--- src/rtl/fetch_queue.sv ---
// fetch_queue: instruction prefetch FIFO between fetch (PC + imem) and the
// IF/ID register. Holds {pc, instr} pairs in a circular buffer and drains
// them to decode with a valid/ready handshake. flush (branch redirect)
// synchronously discards every buffered entry.
// Optional build macro FETCH_QUEUE_BYPASS_EN: when defined, an empty queue
// forwards in_* straight to out_* in the same cycle. If decode takes the
// pair in that cycle, it is never written into the queue.
module fetch_queue #(
  parameter int XLEN  = 32,
  parameter int DEPTH = 4
) (
  input  logic                     clk,
  input  logic                     rst,
  input  logic                     flush,
  input  logic                     in_valid,
  output logic                     in_ready,
  input  logic [XLEN-1:0]          in_pc,
  input  logic [XLEN-1:0]          in_instr,
  output logic                     out_valid,
  input  logic                     out_ready,
  output logic [XLEN-1:0]          out_pc,
  output logic [XLEN-1:0]          out_instr,
  output logic [$clog2(DEPTH):0]   count,
  output logic                     full,
  output logic                     empty
);

  localparam int AW = $clog2(DEPTH);
  localparam int CW = AW + 1;

  logic [XLEN-1:0] r_memPc    [DEPTH];
  logic [XLEN-1:0] r_memInstr [DEPTH];
  logic [AW-1:0]   r_wrPtr;
  logic [AW-1:0]   r_rdPtr;
  logic [CW-1:0]   r_count;

  logic w_full;
  logic w_empty;
  logic w_push;
  logic w_pop;
  logic w_bypass;

  // Status flags and handshake qualifiers. in_ready depends on registered
  // occupancy only, so there is no combinational path from out_ready.
  always_comb begin
    w_full   = (r_count == CW'(DEPTH));
    w_empty  = (r_count == '0);
    in_ready = !w_full;
    full     = w_full;
    empty    = w_empty;
    count    = r_count;
`ifdef FETCH_QUEUE_BYPASS_EN
    // The forward path is not gated by flush; only the push is.
    w_bypass  = w_empty && in_valid && out_ready;
    out_valid = w_empty ? in_valid : 1'b1;
    out_pc    = w_empty ? in_pc    : r_memPc[r_rdPtr];
    out_instr = w_empty ? in_instr : r_memInstr[r_rdPtr];
    w_pop     = !w_empty && out_ready;
`else
    w_bypass  = 1'b0;
    out_valid = !w_empty;
    out_pc    = w_empty ? '0 : r_memPc[r_rdPtr];
    out_instr = w_empty ? '0 : r_memInstr[r_rdPtr];
    w_pop     = !w_empty && out_ready;
`endif
    w_push    = in_valid && !w_full && !w_bypass;
  end

  // Storage write; the array is deliberately left unreset.
  always_ff @(posedge clk) begin
    if (w_push && !flush) begin
      r_memPc[r_wrPtr]    <= in_pc;
      r_memInstr[r_wrPtr] <= in_instr;
    end
  end

  // Pointers and occupancy. Flush wins over push/pop, and pointers wrap
  // naturally because DEPTH is a power of two.
  always_ff @(posedge clk or posedge rst) begin
    if (rst) begin
      r_wrPtr <= '0;
      r_rdPtr <= '0;
      r_count <= '0;
    end else if (flush) begin
      r_wrPtr <= '0;
      r_rdPtr <= '0;
      r_count <= '0;
    end else begin
      if (w_push) begin
        r_wrPtr <= r_wrPtr + AW'(1);
      end
      if (w_pop) begin
        r_rdPtr <= r_rdPtr + AW'(1);
      end
      case ({w_push, w_pop})
        2'b10:   r_count <= r_count + CW'(1);
        2'b01:   r_count <= r_count - CW'(1);
        default: r_count <= r_count;
      endcase
    end
  end

endmodule

--- config.mk ---
export PLATFORM = sky130hd
export DESIGN_NAME = fetch_queue
export DESIGN_NICKNAME = d
export VERILOG_FILES = /design/src/rtl/fetch_queue.sv
export SDC_FILE = /design/constraint.sdc
export NUM_CORES = 1
export LEC_CHECK = 0
export CAP_MARGIN = 5
export CORE_ASPECT_RATIO = 1.2
export CORE_MARGIN = 10
export CORE_UTILIZATION = 49
export DETAILED_ROUTE_END_ITERATION = 10
export PLACE_DENSITY_LB_ADDON = 0.3
export RECOVER_POWER = 25
export SLEW_MARGIN = 10
export SYNTH_ARGS = -nofsm -noshare
export SYNTH_HDL_FRONTEND = slang
export SYNTH_SLANG_ARGS = --single-unit
--- constraint.sdc ---
create_clock -name clk -period 2.9 [get_ports clk]
set_input_delay 0.58 -clock clk [delete_from_list [all_inputs] [get_ports clk]]
set_output_delay 0.58 -clock clk [all_outputs]
set_load 0.05 [all_outputs]
Yosys cells after proc, flatten, opt, wreduce, memory -nomap -nowiden
Memories as Yosys holds them, arrays and structs flattened. Index checks and enable logic that the tools add are counted.

Bits in writable memories: 256. Output and inout port bits: 71. Bits in registers: 7. Logic and storage cells: 32. Bits of input ports: 69. Memories: 2.

Memories: r_memInstr (depth 4, bits a word 32, read ports 1, clocked after memory_dff 0, wr ports 1, line 32) `logic [XLEN-1:0] r_memInstr [DEPTH];`; r_memPc (depth 4, bits a word 32, read ports 1, clocked after memory_dff 0, wr ports 1, line 31) `logic [XLEN-1:0] r_memPc [DEPTH];`.

Reductions and logical operators: 10. Multiplexer cells: 10. $add $sub $neg: 4. Equal/unequal tests: 3.

Operators by type and width (count): $mux W32 (2); $mux W2 (4); $pmux W3 S2 (1); $add A2 B1 Y2 const B (2); $reduce_bool A2 Y1 (2); $add A3 B1 Y3 const B (1); $eq A3 B3 Y1 const B (1); $logic_and A1 B1 Y1 (3); $logic_not A1 Y1 (3); $logic_not A3 Y1 (1); $mux W3 (1); $reduce_bool A3 Y1 (1); $sub A3 B1 Y3 const B (1); $eq A2 B1 Y1 const B (1); $eq A2 B2 Y1 const B (1); $mux W1 (2).

Logic depth before layout (Yosys ltp)
Gate-level depths: netlist of the first run.

Depth in word-level cells: 6. Gate-level depth with buffers: 8. Gate-level depth less buffers: 6.

Worst setup path before layout of the first run
No wires, ideal clock.

Path kind: register to register. Start: register r_count[0] (netlist: count[0]). End: memory r_memInstr[0][0] (enable). Required time: 2.471 ns. Path buffers: 0. Setup slack: -0.696 ns. Cell stages (with the launch flop): 5. Data arrival time: 3.167 ns. Library setup time: 0.429 ns. Period minus slack after synthesis: 3.596 ns. Path through: dfrtp_1 or3b_1 nand2_1 nor2_1 and2_1.

Word-level cells in the longest chain between the ends: 6.

RTL lines: start: declaration (line 35) `logic [CW-1:0] r_count;`; start signal: assignment (line 96) `2'b10: r_count <= r_count + CW'(1);`; start signal: assignment (line 97) `2'b01: r_count <= r_count - CW'(1);`; start signal: assignment (line 98) `default: r_count <= r_count;`; $eq A3 B3 Y1 (line 46) `w_full = (r_count == CW'(DEPTH));`; $logic_not A1 Y1; named net in_ready (line 16) `output logic in_ready,`; $logic_and A1 B1 Y1 (line 66) `w_push = in_valid && !w_full && !w_bypass;`; $logic_and A1 B1 Y1 (line 71) `if (w_push && !flush) begin`; $mux W1 (line 71); $mux W1 (implied by the code) (line 73) `r_memInstr[r_wrPtr] <= in_instr;`; end: declaration (line 32).

The timed path passes the listed nets, and every way through them passes these cells.

Worst setup path after layout of the first run
Start: register r_rdPtr[0]. End: output out_instr[12].

Word-level cells in the longest chain between the ends: 2.

RTL lines: start: declaration (line 34) `logic [AW-1:0] r_rdPtr;`; start signal: assignment (line 93) `r_rdPtr <= r_rdPtr + AW'(1);`; $mem_v2 Z4 W32; $mux W32 (line 63) `out_instr = w_empty ? '0 : r_memInstr[r_rdPtr];`; end: declaration (line 22) `output logic [XLEN-1:0] out_instr,`.

Every way passes these cells.

==> flow_summary.toml, run 1 <==
[status]
status = "complete, no violations"

[floorplanning]
core_area_sq_um = 20400
io_pins = 140
fp-row-count = 57
initial_core_util = 0.501
die_x_um = 152
die_area_sq_um = 27000
die_h_um = 178

[power]
seq_power_share = 0.444
internal_power_mw = 7.07
power_density_nw_per_um2 = 771
p_leak_nw = 4.29
p_comb_frac = 0.236
peakVddDrop_mv = 0.598
swShare = 0.284
p_switching_mw = 2.80
clockPowerShare = 0.320

[place]
place.detailed.hpwl_um = 13100
dpl-instance-area_sq_um = 12000
place_congestion = 0.716
dp_slack_ns = 0.438
port_buffers = 139

[yosys]
syn_avg_cell_area_sq_um = 21.7
syn-num-nets = 545
synth-edff-count = 256
yosys.area.top_type_share = 0.753
ys_seq_area_frac = 0.770
yosysWarnings = 0
synth_cell_types = 30
synth-main-ff-cell = "edfxtp_1"
synth_area_leaders = "edfxtp_1 75%, mux4_2 14%, and2_1 4.2%"
synth-seq-cells = 263
post_synth_inst_count = 471
yosysTopAreaCell = "edfxtp_1"
ys_async_sr_fraction = 0.0266
synth_area_sq_um = 10200

[global_route]
grt_pass1_vias = 5616
grt_max_degree = 45
grt-ovfl-total = 0
grt_pass1_wl_um = 31800
antenna_found_initial = 1
track_usage = 0.150

[setup_path]
r2r_setup_slack_ns = 0.49
end_kind = "output pin"
r2r-start = "count[1]"
crit_type = "reg -> out"
path_cells = "buf_16 > mux4_2 > and2_1 > buf_4"
cp.required_ns = 2.32
critPathBufInv = 2
r2r_end = "count[2]"
crit_family = "multiplexers"
r2r_cells = 7
worstSetupEndpoint = "out_instr[12]"
critPathArrivalTime_ns = 2.21
crit_fanout = 31
path_depth = 4
cp_slowest_cell = "mux4_2"
max_stage_delay_ns = 0.54
critPathLaunch = "r_rdPtr[0]"
start_kind = "flop"

[sta]
rsz0062_at_grt = "false"
hold_viol = 0
fmax_ghz = 0.358
min_period_ns = 2.79
slew_headroom = 0.658
tightest_slew_ns = 0.512
layout_setup_ws_ns = 0.110
holdWs_ns = 0.447
final.setup.tns_ns = 0
period_share = 0.962
skew_ns = 0.0202
finalMaxSlewViolations = 0
setup_viol = 0

[finish]
drive_gt1_frac = 0.295
design_area_sq_um = 12800
final_nets = 706
area_delta_synth_final_pct = 25.5

[drt]
drc = 0
wl_per_cell_um = 22.1
dr.first_iter.drc_count = 257
routed_wl_um = 20200
dr.pass1.iters = 4
drtAntennaViolNets = 0
via_count = 4992
vias_per_cell = 5.44

[cts]
h-tree-depth = 1
clkLatencyLatePin_ns = 0.52
cts_tree = "built"
clk_pin_slew_ns = 0.06
cts_made_buffers = 26
cts_sinks = 263
cts_hold_buf = 0
cts.path.max_buffers = 3
cts_root_buffer = "clkbuf_16"

[hold_path]
holdCritPathClass = "in -> async"

[flow_run]
cap_viol_max_count = 0
-- final cells by class --
type	count	area [sq um]
multi-input cells	178	2180
flip-flops and latches	263	7870
clock inverters	18	126
inverters	5	18.8
well taps	265	332
clock buffers	29	683
fillers	1470	7590
diodes	1	2.50
repair buffers	158	1590
-- worst min-delay path by stage --
stage | to | slack, ns | cells after the start
global route | count[2] | 0.45 | 2
finish | count[2] | 0.45 | 2
CTS | count[2] | 0.29 | 2
detailed placement | r_wrPtr[1] | 0.59 | 2
global placement | r_wrPtr[1] | 0.57 | 2
floorplan | count[0] | 0.38 | 1
-- power groups by stage --
stage | Combinational (mW) | Clock, mW | Sequential [mW]
after floorplan | 1.56 | 0 | 4.46
after global placement | 2.34 | 0 | 4.46
after detailed placement | 2.36 | 0 | 4.47
after CTS | 2.39 | 3.23 | 4.38
after global routing | 2.47 | 3.37 | 4.39
final | 2.33 | 3.16 | 4.38
-- state kept, by name, summed over array words and instances (netlist names) --
name / cells
r_wrPtr: 2
r_rdPtr: 2
r_memPc: 128
r_memInstr: 128
count: 3
-- cells by family (layout without fill, tap and decap cells) --
logic type      after synthesis  count (layout)  synth area share
compound gates                9               9           0.00551
xor+xnor                      4               4           0.00343
fa+ha+maj                     5               5           0.00686
buf+inv                      30             210            0.0173
flops                       263             263             0.770
mux                          65              65             0.142
other cells                   0               1                 0
simple gates                 95              95            0.0547
-- cells in the mapped netlist (all sizes together) (2+ instances only) --
cell type	count
edfxtp	256
and2	68
mux4	64
buf	17
clkbuf	8
nor2	8
dfrtp	7
nand2	6
inv	5
ha	4
nand3	4
o21ai	3
a21oi	2
nor3	2
or3	2
or3b	2
xnor2	2
xor2	2
-- routing by layer --
metal,vias up,global-route usage,share of wire
li1,2225,-,-
met1,2614,0.182,0.39
met2,128,0.267,0.53
met3,25,0.0304,0.054
met4,0,0.0394,0.019
met5,-,0,0
-- stage by stage --
stage | instances | utilization | total power, mW
6_report | 917 | 0.628 | 9.87
5_1_grt | 916 | 0.628 | 10.2
4_1_cts | 916 | 0.628 | 10.0
3_5_place_dp | 868 | 0.587 | 6.83
3_3_place_gp | 868 | 0.587 | 6.80
2_1_floorplan | 471 | - | 6.02
-- timing repair --
action,in CTS,in global routing
setup buffers,1,0
gates resized for setup,2,3
endpoints found under the setup margin,41,25
-- cell usage in the layout (no fill, tap or decap), types with 2 or more instances in the layout --
cell             instances
xor2_1                   2
and2_1                  64
clkdlybuf4s50_1         33
clkinv_1                11
clkbuf_1                 2
bufinv_16                2
buf_12                  16
dfrtp_4                  2
clkbuf_16               27
buf_4                   67
dfrtp_1                  4
inv_1                    5
xnor2_1                  2
nand2_1                  6
and2_4                   4
nand3_1                  4
dlygate4sd3_1           38
nor3_1                   2
ha_1                     4
a21oi_1                  2
nor2_1                   8
mux4_2                  64
clkinv_2                 5
edfxtp_1               256
o21ai_0                  3
No activity file was read; power rests on OpenSTA's default activity.
==> inputs of run 2 (changes only) <==
--- a/config.mk
+++ b/config.mk
@@ -8,10 +8,12 @@
 export CAP_MARGIN = 5
 export CORE_ASPECT_RATIO = 1.2
 export CORE_MARGIN = 10
-export CORE_UTILIZATION = 49
+export CORE_UTILIZATION = 50
 export DETAILED_ROUTE_END_ITERATION = 10
-export PLACE_DENSITY_LB_ADDON = 0.3
+export DONT_BUFFER_PORTS = 1
+export PLACE_DENSITY_LB_ADDON = 0.15
 export RECOVER_POWER = 25
+export SETUP_SLACK_MARGIN = 0.3
 export SLEW_MARGIN = 10
 export SYNTH_ARGS = -nofsm -noshare
 export SYNTH_HDL_FRONTEND = slang
==> run 2 against run 1 <==
Net effect:
- clock power grew 4%
- hold slack lost 0.33 ns
- clock-buffer cell count grew 2
- largest cell class unchanged
- die area shrank 1.8%
- maximum frequency grew 3.3%
- combinational power grew 28%
- cell area grew 1.1%
- critical path type unchanged
- critical path depth grew 1
==> flow_summary.toml, run 2 (same netlist as run 1, synthesis figures left out) <==
[status]
status = "complete, no violations"

[sta]
hold_viol = 0
fmax_ghz = 0.370
setup_viol = 0
min_period_ns = 2.70
rsz0062_at_grt = "true"
finalMaxSlewViolations = 0
tightest_slew_ns = 0.450
slew_headroom = 0.700
period_share = 0.931
skew_ns = 0.0133
final.setup.tns_ns = 0

[floorplanning]
die_h_um = 177
fp-row-count = 57
die_x_um = 150
io_pins = 140
initial_core_util = 0.506
core_area_sq_um = 20200
die_area_sq_um = 26600

[power]
peakVddDrop_mv = 0.633
power_density_nw_per_um2 = 823
p_comb_frac = 0.279
seq_power_share = 0.411
clockPowerShare = 0.310
p_switching_mw = 2.96
finalPower_mw = 10.7
swShare = 0.278
internal_power_mw = 7.69
p_leak_nw = 4.30

[place]
port_buffers = 0
place_congestion = 0.685
dp.cells = 777
place.detailed.hpwl_um = 12300

[finish]
final_cells = 849
num_antenna_cells = 0
area_delta_synth_final_pct = 26.8
final_common_cell = "edfxtp_1"
drive_gt1_frac = 0.452
final_nets = 638
layout_common_cells = "256 x edfxtp_1, 68 x and2_4, 64 x mux4_2"

[setup_path]
critPathArrivalTime_ns = 2.12
r2r_setup_slack_ns = 0.48
crit_type = "reg -> out"
r2r-start = "count[0]"
end_kind = "output pin"
crit_fanout = 6
r2r_end = "r_memPc[2][17]"
r2r_cells = 6
cp.required_ns = 2.32
start_kind = "flop"

[global_route]
use_met2 = 0.254
grt_use_met1 = 0.172
grt_use_met3 = 0.0620
antenna_found_initial = 0
grt_pass1_wl_um = 30600
grt-ovfl-total = 0
busiest_layer = "met2"
grt_max_degree = 43
track_usage = 0.149
grt_pass1_vias = 5294

[drt]
wl_per_cell_um = 25.2
dr.first_iter.drc_count = 258
dr.pass1.iters = 4
routed_wl_um = 21400
drtAntennaViolNets = 0
via_count = 4776
drc = 0
vias_per_cell = 5.63

[cts]
cts_tree = "built"
clk_pin_slew_ns = 0.06
cts_root_buffer = "clkbuf_16"
clkLatencyLatePin_ns = 0.52
cts_sinks = 263
cts.path.max_buffers = 3
cts_made_buffers = 26
h-tree-depth = 1

[flow_run]
cap_viol_max_count = 0

[hold_path]
min_from = "flush"
whs_path_depth = 1
hold_end = "r_rdPtr[1]"
holdCritPathClass = "in -> reg"
-- run 2: cell types whose count changed in the layout (fill, tap and decap cells not counted), sizes merged, moves of 2 or more --
cell,change
clkbuf,+9
clkinvlp,+2
dlygate4sd3,-37
or3,+2
clkdlybuf4s50,-33
clkinv,-4
buf,-5
-- run 2: worst max-delay path by stage --
stage                          start                to  slack [ns]  cells after the start
after detailed placement  r_rdPtr[0]     out_instr[26]        0.48                      3
after global routing      r_rdPtr[0]     out_instr[31]        0.14                      5
final                     r_rdPtr[0]      out_instr[9]        0.20                      5
after global placement    r_rdPtr[0]     out_instr[26]        0.49                      3
after CTS                 r_rdPtr[0]     out_instr[26]        0.13                      3
after floorplan             count[0]  r_memInstr[0][0]       0.003                      4
-- run 2: metal layers --
| layer | part of all wire | vias up |
|---|---|---|
| met5 | 0 | - |
| met4 | 0.015 | 0 |
| met3 | 0.096 | 29 |
| met2 | 0.51 | 132 |
| met1 | 0.37 | 2531 |
| li1 | - | 2084 |
-- run 2: metrics by stage --
step	hold slack [ns]	cell area [sq um]	utilization	setup slack (ns)
4_1_cts	0.0924	12500	0.618	0.129
2_1_floorplan	0.383	10200	-	0.00342
3_5_place_dp	0.428	11500	0.572	0.480
6_report	0.113	12900	0.642	0.200
5_1_grt	0.0917	12900	0.642	0.140
3_3_place_gp	0.426	11500	0.572	0.491
-- run 2: what timing repair did --
| action | in CTS | in global routing |
|---|---|---|
| setup endpoints to repair | 67 | 65 |
| gates cloned | 0 | 11 |
| hold endpoints to repair | 7 | 0 |
| buffers inserted | 2 | 10 |
| hold buffers | 1 | 0 |
| pin swaps | 0 | 1 |
| gates resized for setup | 26 | 78 |
-- run 2: power by group through the flow --
stage          combinational [mW]  clock (mW)  sequential (mW)
2_1_floorplan                1.57           0             4.46
3_3_place_gp                 2.47           0             4.46
3_5_place_dp                 2.48           0             4.47
4_1_cts                      2.54        3.36             4.37
5_1_grt                      3.12        3.51             4.39
6_report                     2.98        3.30             4.38
-- run 2: area by class of cell --
cell class | instances | area [sq um]
multi-input combinational | 180 | 2360
clock buffer | 31 | 691
fill | 1349 | 7230
timing repair buffer | 88 | 1510
tap | 265 | 332
clock inverter | 17 | 159
sequential | 263 | 7870
inverter | 5 | 22.5
-- run 2: worst max-delay path: stages, from the launching register on --
cell and delay [ns]:
dfrtp_4 0.48, buf_6 0.14, clkbuf_16 0.15, mux4_2 0.50
and2_4 0.18, buf_12 0.14
==> inputs of run 3 (changes only) <==
--- a/config.mk
+++ b/config.mk
@@ -11,7 +11,7 @@
 export CORE_UTILIZATION = 50
 export DETAILED_ROUTE_END_ITERATION = 10
 export DONT_BUFFER_PORTS = 1
-export PLACE_DENSITY_LB_ADDON = 0.15
+export PLACE_DENSITY = 0.7
 export RECOVER_POWER = 25
 export SETUP_SLACK_MARGIN = 0.3
 export SLEW_MARGIN = 10
==> run 3 against run 2 <==
Net effect:
- final cell count is 0.82% higher
- clock-buffer cell count is 2 higher
- clock power is 10% lower
- core utilization is 0.25 points lower
- critical path type unchanged
- highest routed layer unchanged
==> flow_summary.toml, run 3 (same netlist as run 1, synthesis figures left out) <==
[floorplanning]
fp-row-count = 57
initial_core_util = 0.506
die_x_um = 150
core_area_sq_um = 20200
die_h_um = 177
die_area_sq_um = 26600
io_pins = 140

[setup_path]
r2r-start = "count[1]"
crit_type = "reg -> out"
critPathLaunch = "r_rdPtr[0]"
r2r_end = "count[2]"
start_kind = "flop"
cp.required_ns = 2.32
r2r_setup_slack_ns = 0.62
critPathArrivalTime_ns = 2.20
worstSetupEndpoint = "out_instr[6]"
crit_fanout = 7
r2r_cells = 7
end_kind = "output pin"

[drt]
routed_wl_um = 20700
drtAntennaViolNets = 0
dr.pass1.iters = 4
dr.first_iter.drc_count = 268
drc = 0
vias_per_cell = 5.59
via_count = 4788
wl_per_cell_um = 24.2

[finish]
drive_gt1_frac = 0.394
num_antenna_cells = 0
final_nets = 649
multi_input_area_sq_um = 2260
area_delta_synth_final_pct = 26.3
fillers = 1322
regArea_sq_um = 7870
layout_common_cells = "256 x edfxtp_1, 64 x mux4_2, 54 x buf_12"
final_common_cell = "edfxtp_1"

[power]
power_density_nw_per_um2 = 795
peakVddDrop_mv = 0.599
p_leak_nw = 4.25

[sta]
period_share = 0.959
hold_viol = 0
final.setup.tns_ns = 0
fmax_ghz = 0.360
finalMaxSlewViolations = 0
slew_headroom = 0.686
skew_ns = 0.00961
rsz0062_at_grt = "true"
holdWs_ns = 0.120
min_period_ns = 2.78
setup_viol = 0
tightest_slew_ns = 0.471

[global_route]
track_usage = 0.156
grt_pass1_vias = 5421
grt_pass1_wl_um = 31900
antenna_found_initial = 0
grt-ovfl-total = 0
grt_max_degree = 45

[cts]
clkLatencyLatePin_ns = 0.52
cts_sinks = 263
cts_tree = "built"
cts_made_buffers = 26
clk_pin_slew_ns = 0.06
cts_root_buffer = "clkbuf_16"
h-tree-depth = 1
cts.path.max_buffers = 3

[place]
place.detailed.hpwl_um = 12800
port_buffers = 0
place_congestion = 0.745

[hold_path]
holdCritPathClass = "in -> reg"

[flow_run]
cap_viol_max_count = 0

[status]
status = "complete, no violations"
[run 3: changes by cell type in the layout (fill, tap and decap cells not counted), sizes merged]
cell / previous run / this run
inv: 5 / 4
bufinv: 3 / 0
clkbuf: 38 / 35
or3: 4 / 2
buf: 80 / 98
clkinvlp: 2 / 3
clkinv: 12 / 9
[run 3: worst max-delay path, cell delays in order, from the launching register on]
cell	delay, ns
dfrtp_4	0.51
buf_12	0.14
buf_12	0.13
buf_16	0.14
mux4_2	0.43
and2_4	0.19
buf_12	0.14
[run 3: worst min-delay path by stage]
stage                     cells past startpoint   from  slack [ns]       end
after floorplan                               1    rst        0.38  count[0]
after global placement                        1    rst        0.41  count[1]
after detailed placement                      1    rst        0.42  count[0]
after CTS                                     1  flush         0.1  count[0]
after global routing                          1  flush        0.10  count[2]
final                                         1  flush        0.12  count[0]
[run 3: cell type report]
cell class / instances / area share
inverters: 5 / 0.00175
repair buffers: 101 / 0.129
well taps: 265 / 0.0257
flip-flops and latches: 263 / 0.610
multi-input cells: 178 / 0.175
clock inverters: 11 / 0.00398
clock buffers: 33 / 0.0541
[run 3: timing repair]
action	CTS	global route
hold buffers	1	0
endpoints found under the setup margin	65	66
hold endpoints to repair	7	0
gates resized for setup	55	5
setup buffers	9	0
gates cloned	4	2
[run 3: power breakdown]
group	switching (mW)	leakage, nW	internal (mW)	total [mW]
Clock	1.28	0.359	1.68	2.96
Combinational	1.55	1.48	1.37	2.92
Sequential	0.0406	2.42	4.33	4.37
Total	2.87	4.25	7.38	10.2
[run 3: through the flow]
| step | instance area, sq um | utilization | total power [mW] | std cells | setup slack, ns |
|---|---|---|---|---|---|
| 6_report | 12900 | 0.639 | 10.2 | 856 | 0.119 |
| 5_1_grt | 12900 | 0.639 | 10.6 | 856 | 0.0565 |
| 4_1_cts | 12800 | 0.636 | 10.3 | 854 | 0.0954 |
| 3_5_place_dp | 11700 | 0.579 | 7.05 | 796 | 0.552 |
| 3_3_place_gp | 11700 | 0.579 | 7.01 | 796 | 0.633 |
| 2_1_floorplan | 10200 | - | 6.02 | 471 | 0.00342 |
[run 3: layer usage]
metal / up-vias / global-route usage / part of all wire
met4: 0 / 0.0434 / 0.021
li1: 2101 / - / -
met2: 150 / 0.279 / 0.55
met1: 2505 / 0.169 / 0.34
met3: 32 / 0.0592 / 0.091
met5: - / 0 / 0
